$ cat src/rtl/riscv_mem_pkg.sv
// Shared types and constants for the unified instruction/data memory port.
package riscv_mem_pkg;

  localparam int unsigned MEM_WORD_BYTES = 4;

  typedef enum logic [1:0] {
    BYTE    = 2'b00,
    HALF    = 2'b01,
    WORD    = 2'b10,
    ILLEGAL = 2'b11
  } mem_size_t;

  typedef enum logic [1:0] {
    IDLE = 2'b00,
    WAIT = 2'b01,
    RESP = 2'b10
  } mem_state_t;

endpackage

$ cat src/rtl/mem_lane_align.sv
// Byte-lane datapath: store lane mask/replication, misalignment, load select/extend.
module mem_lane_align
  import riscv_mem_pkg::*;
(
  input  logic [1:0]  req_addr_lo,
  input  mem_size_t   req_size,
  input  logic [31:0] req_wdata,
  output logic [3:0]  byte_en_c,
  output logic [31:0] wdata_rep_c,
  output logic        misaligned_c,
  input  logic [1:0]  rsp_addr_lo,
  input  mem_size_t   rsp_size,
  input  logic        rsp_unsigned,
  input  logic [31:0] rsp_word,
  output logic [31:0] rdata_c
);

  logic [7:0]  byte_sel_c;
  logic [15:0] half_sel_c;

  // Store side: replicate right-aligned data across lanes, enable only the target lanes
  always_comb begin
    byte_en_c    = 4'b0000;
    wdata_rep_c  = req_wdata;
    misaligned_c = 1'b0;
    case (req_size)
      BYTE: begin
        byte_en_c   = 4'b0001 << req_addr_lo;
        wdata_rep_c = {4{req_wdata[7:0]}};
      end
      HALF: begin
        byte_en_c    = req_addr_lo[1] ? 4'b1100 : 4'b0011;
        wdata_rep_c  = {2{req_wdata[15:0]}};
        misaligned_c = req_addr_lo[0];
      end
      WORD: begin
        byte_en_c    = 4'b1111;
        misaligned_c = |req_addr_lo;
      end
      default: ;
    endcase
  end

  // Load side: pick the addressed lane(s) from the registered word, then extend
  always_comb begin
    byte_sel_c = rsp_word[7:0];
    case (rsp_addr_lo)
      2'd1:    byte_sel_c = rsp_word[15:8];
      2'd2:    byte_sel_c = rsp_word[23:16];
      2'd3:    byte_sel_c = rsp_word[31:24];
      default: byte_sel_c = rsp_word[7:0];
    endcase
    half_sel_c = rsp_addr_lo[1] ? rsp_word[31:16] : rsp_word[15:0];
    rdata_c    = '0;
    case (rsp_size)
      BYTE:    rdata_c = {{24{~rsp_unsigned & byte_sel_c[7]}}, byte_sel_c};
      HALF:    rdata_c = {{16{~rsp_unsigned & half_sel_c[15]}}, half_sel_c};
      WORD:    rdata_c = rsp_word;
      default: rdata_c = '0;
    endcase
  end

endmodule

$ cat src/rtl/unified_memory_port.sv
// Unified instruction/data memory with valid/ready handshake, configurable latency
// and fault reporting; one access outstanding at a time.
module unified_memory_port
  import riscv_mem_pkg::*;
#(
  parameter int unsigned DEPTH_WORDS = 64,
  parameter logic [31:0] BASE_ADDR   = 32'h0000_0000,
  parameter int unsigned LATENCY     = 1
) (
  input  logic        i_clk,
  input  logic        i_arst_n,
  input  logic        i_req_valid,
  output logic        o_req_ready,
  input  logic [31:0] i_req_address,
  input  logic        i_req_write,
  input  logic [1:0]  i_req_size,
  input  logic        i_req_unsigned,
  input  logic [31:0] i_req_writeData,
  output logic        o_rsp_valid,
  input  logic        i_rsp_ready,
  output logic [31:0] o_rsp_readData,
  output logic        o_rsp_fault
);

  localparam int unsigned IDX_W  = $clog2(DEPTH_WORDS);
  localparam int unsigned ADDR_W = IDX_W + 2;
  localparam int unsigned CNT_W  = 4;
  localparam logic [31:0] SPAN   = 32'(MEM_WORD_BYTES * DEPTH_WORDS);

  mem_state_t        state_q, state_d;
  logic [CNT_W-1:0]  cnt_q, cnt_d;

  logic              accept_c;
  logic [31:0]       offset_c;
  logic [IDX_W-1:0]  idx_c;
  logic              fault_c;
  logic              fault_hold_c;
  logic              ld_hold_c;
  mem_size_t         req_size_c;

  logic [3:0]        byte_en_c;
  logic [31:0]       wdata_rep_c;
  logic              misaligned_c;
  logic [31:0]       ld_data_c;

  logic              fault_q;
  logic              ld_ok_q;
  logic              rd_en_q;
  logic [1:0]        rsp_addr_lo_q;
  mem_size_t         rsp_size_q;
  logic              rsp_unsigned_q;
  logic [31:0]       rd_word_q;

  logic [31:0]       mem_q [DEPTH_WORDS];

  assign req_size_c = mem_size_t'(i_req_size);
  assign accept_c   = (state_q == IDLE) && i_req_valid;
  assign offset_c   = i_req_address - BASE_ADDR;
  assign idx_c      = offset_c[ADDR_W-1:2];
  assign fault_c    = (offset_c >= SPAN) || misaligned_c || (req_size_c == ILLEGAL);

  // Response qualifiers come straight from the request on the accept edge, else from the hold regs
  assign fault_hold_c = accept_c ? fault_c : fault_q;
  assign ld_hold_c    = accept_c ? (!fault_c && !i_req_write) : ld_ok_q;

  mem_lane_align u_align (
    .req_addr_lo  (i_req_address[1:0]),
    .req_size     (req_size_c),
    .req_wdata    (i_req_writeData),
    .byte_en_c    (byte_en_c),
    .wdata_rep_c  (wdata_rep_c),
    .misaligned_c (misaligned_c),
    .rsp_addr_lo  (rsp_addr_lo_q),
    .rsp_size     (rsp_size_q),
    .rsp_unsigned (rsp_unsigned_q),
    .rsp_word     (rd_word_q),
    .rdata_c      (ld_data_c)
  );

  // Next-state logic
  always_comb begin
    state_d = state_q;
    cnt_d   = cnt_q;
    case (state_q)
      IDLE: begin
        if (accept_c) begin
          if (LATENCY == 1) begin
            state_d = RESP;
          end else begin
            state_d = WAIT;
            cnt_d   = CNT_W'(LATENCY - 1);
          end
        end
      end
      WAIT: begin
        cnt_d = cnt_q - CNT_W'(1);
        if (cnt_q == CNT_W'(1)) state_d = RESP;
      end
      RESP: begin
        if (i_rsp_ready) state_d = IDLE;
      end
      default: state_d = IDLE;
    endcase
  end

  // State, handshake outputs and captured response attributes
  always_ff @(posedge i_clk or negedge i_arst_n) begin
    if (!i_arst_n) begin
      state_q        <= IDLE;
      cnt_q          <= '0;
      o_req_ready    <= 1'b1;
      o_rsp_valid    <= 1'b0;
      o_rsp_fault    <= 1'b0;
      rd_en_q        <= 1'b0;
      fault_q        <= 1'b0;
      ld_ok_q        <= 1'b0;
      rsp_addr_lo_q  <= '0;
      rsp_size_q     <= WORD;
      rsp_unsigned_q <= 1'b0;
    end else begin
      state_q     <= state_d;
      cnt_q       <= cnt_d;
      o_req_ready <= (state_d == IDLE);
      o_rsp_valid <= (state_d == RESP);
      o_rsp_fault <= (state_d == RESP) && fault_hold_c;
      rd_en_q     <= (state_d == RESP) && ld_hold_c;
      fault_q     <= fault_hold_c;
      ld_ok_q     <= ld_hold_c;
      if (accept_c) begin
        rsp_addr_lo_q  <= i_req_address[1:0];
        rsp_size_q     <= req_size_c;
        rsp_unsigned_q <= i_req_unsigned;
      end
    end
  end

  // RAM array: registered read and byte-lane write, deliberately without reset
  always_ff @(posedge i_clk) begin
    if (accept_c) begin
      rd_word_q <= mem_q[idx_c];
      if (!fault_c && i_req_write) begin
        for (int b = 0; b < MEM_WORD_BYTES; b++) begin
          if (byte_en_c[b]) mem_q[idx_c][8*b +: 8] <= wdata_rep_c[8*b +: 8];
        end
      end
    end
  end

  assign o_rsp_readData = rd_en_q ? ld_data_c : '0;

endmodule

$ cat config.mk
export PLATFORM = sky130hd
export DESIGN_NAME = unified_memory_port
export DESIGN_NICKNAME = d
export VERILOG_FILES = /design/src/rtl/riscv_mem_pkg.sv /design/src/rtl/mem_lane_align.sv /design/src/rtl/unified_memory_port.sv
export SDC_FILE = /design/constraint.sdc
export NUM_CORES = 2
export LEC_CHECK = 0
export CORE_UTILIZATION = 40
export DETAILED_ROUTE_END_ITERATION = 7
export PLACE_DENSITY = 0.58
export RECOVER_POWER = 25
export SLEW_MARGIN = 0
export SYNTH_ARGS = -nofsm -noshare
export SYNTH_HDL_FRONTEND = slang
export SYNTH_SLANG_ARGS = --single-unit
$ cat constraint.sdc
create_clock -name i_clk -period 3.2 [get_ports i_clk]
set_input_delay 0.64 -clock i_clk [delete_from_list [all_inputs] [get_ports i_clk]]
set_output_delay 0.64 -clock i_clk [all_outputs]
set_load 0.01 [all_outputs]
Word level (Yosys, flattened, before mapping)
Memory sizes are Yosys's and may differ from the RTL's. A register that Yosys moved wholly into a read port is not among the register bits.
Cells that the tools add are included.
{"block": "op_classes", "addsub": 1, "order_cmp": 1, "n_eq_ne": 12, "shift": 1, "muxes": 30, "bitwise_logic": 3, "reduce_logical": 14}
{"op": "$pmux W32 S3", "n": 1}
{"op": "$pmux W32 S2", "n": 1}
{"op": "$ge A32 B9 Y1 const B", "n": 1}
{"op": "$mux W32", "n": 1}
{"op": "$pmux W8 S3", "n": 1}
{"op": "$mux W1", "n": 18}
{"op": "$mux W16", "n": 1}
{"op": "$eq A2 B2 Y1 const B", "n": 7}
{"op": "$pmux W4 S3", "n": 1}
{"op": "$eq A2 B1 Y1 const B", "n": 4}
{"op": "$logic_not A2 Y1", "n": 4}
{"op": "$mux W2", "n": 3}
{"op": "$pmux W2 S3", "n": 1}
{"op": "$logic_and A1 B1 Y1", "n": 5}
{"op": "$eq A4 B1 Y1 const B", "n": 1}
{"op": "$mux W4", "n": 1}
{"op": "$shl A1 B2 Y4 const A", "n": 1}
{"op": "$sub A4 B1 Y4 const B", "n": 1}
{"op": "$and A1 B1 Y1", "n": 2}
{"op": "$logic_not A1 Y1", "n": 2}
{"op": "$logic_or A1 B1 Y1", "n": 2}
{"op": "$pmux W1 S2", "n": 1}
{"op": "$reduce_or A2 Y1", "n": 1}
{"op": "$not A1 Y1", "n": 1}
{"block": "word_totals", "regBits": 17, "ramBits": 2048, "in_bits": 72, "out_inout_bits": 35, "elab_cells": 74, "n_memories": 1}
{"memory": "mem_q", "depth": 64, "word_bits": 32, "read_ports": 1, "rd_clocked_by_memory_dff": 1, "wr": 1, "line": "unified_memory_port.sv:54", "rtl": "logic [31:0] mem_q [DEPTH_WORDS];"}

Longest topological paths before layout
{"block": "logic_depth", "ltp_word": 9, "mapped_depth": 9, "ltp_nobuf": 7}

Modules after synthesis
A second synthesis with hierarchy kept.
{"block": "unflattened", "hier_cells": 4427, "area_unflattened_um2": 82547.9}
{"module": "unified_memory_port", "n_inst": 1, "cells_per_inst": 4227, "area_per_inst_um2": 80982.7, "seq_area_each_um2": 62887.8}
{"module": "mem_lane_align", "n_inst": 1, "cells_per_inst": 200, "area_per_inst_um2": 1565.3, "seq_area_each_um2": 0.0}

Worst setup path after synthesis
No wires, ideal clock.
{"block": "synth_path", "path_type": "input to register", "startpoint": "in i_req_valid", "endpoint": "mem mem_q[10][0], enable pin", "setup_time_ns": 0.370, "arrival_ns": 3.406, "required_time_ns": 2.830, "path_slack_ns": -0.576, "stages": 6, "n_path_buf": 1, "cell_sequence": "nor3b_4 nand4_1 a2111oi_4 o21ai_2 buf_6 nor2_1"}
{"block": "synth_between", "elab_chain_cells": 3}
{"item": "start: declaration", "line": "unified_memory_port.sv:12", "rtl": "input logic i_req_valid,"}
{"item": "$logic_and A1 B1 Y1", "line": "unified_memory_port.sv:57", "rtl": "assign accept_c = (state_q == IDLE) && i_req_valid;"}
{"item": "$mux W1", "line": "unified_memory_port.sv:139", "rtl": "if (accept_c) begin"}
{"item": "$mux W1 (implied by the code)", "line": "unified_memory_port.sv:143", "rtl": "if (byte_en_c[b]) mem_q[idx_c][8*b +: 8] <= wdata_rep_c[8*b +: 8];"}
{"item": "end: declaration", "line": "unified_memory_port.sv:54"}
No other way between the ends.

Final worst setup path
{"block": "layout_path", "startpoint": "in i_req_size[0]", "endpoint": "mem mem_q[2][30] (data pin)"}
{"block": "layout_between", "elab_chain_cells": 2, "elab_cells_between_ends": 3, "cone_classes": "eq/ne: 1; mux: 1; reduce/logical: 1"}
{"item": "start: declaration", "line": "unified_memory_port.sv:16", "rtl": "input logic [1:0] i_req_size,"}
{"item": "$eq A2 B1 Y1 / $logic_not A2 Y1 (equally long branches)", "line": "mem_lane_align.sv:26", "rtl": "case (req_size)"}
{"item": "$pmux W32 S2 *", "line": "mem_lane_align.sv:26"}
{"item": "net u_align.wdata_rep_c[30]", "line": "mem_lane_align.sv:9", "rtl": "output logic [31:0] wdata_rep_c,"}
The timed path passes the listed nets; every way through them passes the cells marked *.

==> impl_summary.log <==
INFO  metric antenna_left = 0
INFO  metric synth_seq_cells = 2097
INFO  metric fmax = 300 MHz
INFO  metric grt_max_degree = 65
INFO  metric cell_chosen_for_the_clock_root = clkbuf_16
INFO  metric whs = 0.342 ns
INFO  metric drt_wl_total = 250000 um
INFO  metric tritoncts_num_sinks = 2097
INFO  metric detail_route.iter0.violations = 6356
INFO  metric first_global_vias = 46.8k
INFO  metric pwr-share-clk = 0.412
INFO  metric tns = -21.04 ns
INFO  metric synth-compound-area-share = 0.0725
INFO  metric power_switching_share = 0.224
INFO  metric dpl.cell_count = 7745
INFO  metric post_syn_area = 81600 sq um
INFO  metric gpl.final_weighted_congestion = 0.890
INFO  metric overflow = 0
INFO  metric floorplan.initialDensity = 0.403
INFO  metric grt_pass1_wl = 353000 um
INFO  metric main_combinational_cell_family_by_area_after_synthesis = multiplexers
INFO  metric cts-htree-levels = 4
INFO  metric initial_antenna_violation_count = 27
INFO  metric pwr_density_cell = 598 nW/um^2
INFO  metric clk_pin_slew_worst_paths = 0.06 ns
INFO  metric end_kind = register
INFO  metric rsz0062_at_grt = yes
INFO  metric syn_area_per_cell = 18.3 sq um
INFO  metric synth_adder_area_share = 0.000920
INFO  metric worst-slew-pin-transition = 2.52 ns
INFO  metric share_of_synthesized_cell_area_in_and_or_nand_and_nor_gates = 0.0368
INFO  metric maximum_fanout_along_the_worst_path = 18
INFO  metric timing.max_cap.violations = 13
INFO  metric path_class = in2reg
INFO  metric clock_tree.buffer_depth = 3
INFO  metric peakVddDrop = 0.608 mV
INFO  metric syn-num-nets = 4533
INFO  metric drive_above_1_share = 0.284
INFO  metric finClkSkew = 0.0393 ns
INFO  metric power.leakage = 32.8 nW
INFO  metric violations = capacitance limit, slew limit, setup timing
INFO  metric setup_violation_total_in_the_final_timing_report = 296
INFO  metric yosys.area_share.xor_xnor = 0.000322
INFO  metric final.setup.worst_slack = -0.135 ns
INFO  metric worst_skew_pair.late_latency = 0.86 ns
INFO  metric die_y = 454 um
INFO  metric timing.final.hold_violations = 0
INFO  metric gr-usage-all-layers = 0.242
INFO  metric synth-async-reset-ratio = 0.00811
INFO  metric combinationalPowerShare = 0.075
INFO  metric yosys_most_used_dff = edfxtp_1
INFO  metric post_drt_wl_per_cell = 30.7 um
INFO  metric flow.area_growth_from_synthesis = 22.2%
INFO  metric power_switching = 13.3 mW
INFO  metric dpl_cell_area = 93000 sq um
INFO  metric die_area = 206000 sq um
INFO  metric r2r-start = mem_q[57][31]
INFO  metric cellInternalPower = 46.3 mW
INFO  metric most_common_cell_after_layout_fill_and_taps_aside = edfxtp_1
INFO  metric post_synth_num_cell_types = 61
INFO  metric timing.final.max_slew_violations = 308
INFO  metric netlist_instances = 4455
INFO  metric multiplexer_area_fraction_after_synthesis = 0.100
INFO  metric run_status = finished with violations
INFO  metric rr_worst_depth = 6
INFO  metric synth_warnings = 0
INFO  metric vias = 47.6k
INFO  metric tritoncts = built
INFO  metric drc = 0
INFO  metric finish.net_count = 5385
INFO  metric cts_hold_repair.buffers = 0
INFO  metric cp.required = 3.78 ns
INFO  metric power.share.sequential = 0.513
INFO  metric cts_made_buffers = 211
INFO  metric holdCritPathClass = in2async
INFO  metric period_minus_slack = 3.34 ns
INFO  metric placementRows = 165
INFO  metric worst-r2r-setup-slack = 0.58 ns
INFO  metric vias_per_cell = 5.83
INFO  metric slew_headroom = -0.678
INFO  metric io_buffer_count = 106
INFO  metric critPathLaunchType = input port
INFO  metric final.period_utilization = 1.04
INFO  metric regToRegEndpoint = rd_word_q[31]
INFO  metric ys_seq_area_frac = 0.771
INFO  metric fin_area = 99700 sq um
INFO  metric crit_arrival = 3.91 ns
INFO  metric die_width = 454 um
INFO  metric highest_count_cells_in_the_layout_ignoring_fill_and_taps = edfxtp_1, buf_4, nor2_1
INFO  metric detailedPlacementHpwl = 173000 um
INFO  metric post_layout_nonfiller_instances = 8158
INFO  metric detailedRoute.firstPassIterationCount = 5
INFO  metric synth_edf_count = 2080
INFO  metric io_pins = 107
INFO  metric core = 202000 sq um
-- cell usage after synthesis, drive strengths merged, types with 35 or more instances --
library cell | number | area share
edfxtp | 2080 | 0.77
nor2 | 344 | 0.016
nand2 | 265 | 0.012
mux4 | 255 | 0.070
a221oi | 236 | 0.025
mux2i | 205 | 0.025
clkbuf | 160 | 0.0074
a22oi | 155 | 0.014
buf | 144 | 0.010
a21oi | 128 | 0.0079
o21ai | 102 | 0.0064
o22ai | 68 | 0.0052
a211oi | 40 | 0.0037
mux2 | 35 | 0.0048
-- registers in the layout, summed over array words and instances, names as in the netlist --
register	count
o_rsp_valid	1
state_q	2
mem_q	2048
fault_q	1
rsp_addr_lo_q	2
ld_ok_q	1
rsp_unsigned_q	1
o_rsp_fault	1
rd_word_q	32
cnt_q	4
rd_en_q	1
rsp_size_q	2
o_req_ready	1
-- metal layers --
metal | vias up | wire length, um | track usage
met3 | 458 | 24500 | 0.0560
met1 | 24600 | 102000 | 0.337
li1 | 20000 | - | -
met5 | - | 298 | 0
met4 | 16 | 10800 | 0.0993
met2 | 2557 | 113000 | 0.365
-- worst max path at each step --
stage                startpoint                  to  depth (start not counted)
6_report          i_req_size[0]        mem_q[2][30]                         12
5_1_grt           rd_word_q[23]  o_rsp_readData[15]                          7
4_1_cts           rd_word_q[23]  o_rsp_readData[15]                          7
3_5_place_dp      i_req_size[0]       mem_q[26][25]                          9
3_3_place_gp   i_req_address[6]       rd_word_q[23]                          9
2_1_floorplan       i_req_valid       mem_q[13][10]                          6
-- worst max-delay path, cell delays in order --
cell	delay, ns
dlygate4sd3_1	0.64
inv_1	0.13
buf_4	0.12
ha_1	0.35
clkbuf_1	0.69
nor2_2	0.03
clkbuf_2	0.32
clkbuf_1	0.23
nand2_1	0.10
nand2_2	0.05
clkbuf_4	0.30
buf_12	0.24
-- per-stage QoR --
stage	utilization	total power [mW]	worst slack (ns)
after floorplan	-	33.1	-0.392
after global placement	0.459	35.5	-0.435
after detailed placement	0.459	35.5	-0.363
after CTS	0.494	59.9	-0.106
after global routing	0.493	61.1	-0.168
final	0.493	59.6	-0.135
-- cell type report --
cell class	instances	area, sq um
Fill cell	16600	103000
Clock buffer	260	5490
Inverter	10	45.0
Multi-Input combinational cell	2046	17700
Antenna cell	7	17.5
Timing Repair Buffer	941	8820
Tap cell	2672	3340
Sequential cell	2097	62900
Clock inverter	125	1350
-- power by group through the flow --
stage / logic (mW) / registers, mW / clock network, mW
2_1_floorplan: 1.94 / 31.2 / 0
3_3_place_gp: 4.31 / 31.2 / 0
3_5_place_dp: 4.35 / 31.2 / 0
4_1_cts: 4.51 / 30.6 / 24.9
5_1_grt: 4.70 / 30.6 / 25.8
6_report: 4.48 / 30.6 / 24.5
-- repair_timing --
| item | 4_1_cts | 5_1_grt |
|---|---|---|
| cloned | 2 | 0 |
| buffers inserted | 18 | 1 |
| pin swaps | 7 | 6 |
| endpoints found under the setup margin | 32 | 28 |
| gates resized for setup | 140 | 22 |
-- kinds of logic (layout without fill, tap and decap cells) --
kind of cell             count (synthesis)  in the layout
other                                    0              7
XOR/XNOR                                 3              3
adder cells (fa/ha/maj)                  6              6
flip-flops                            2097           2097
AO/OA/AOI/OAI                          823            824
multiplexers                           495            495
AND/OR/NAND/NOR                        717            718
buffers and inverters                  314           1336
Note: power is estimated with default switching activity, not from simulation.
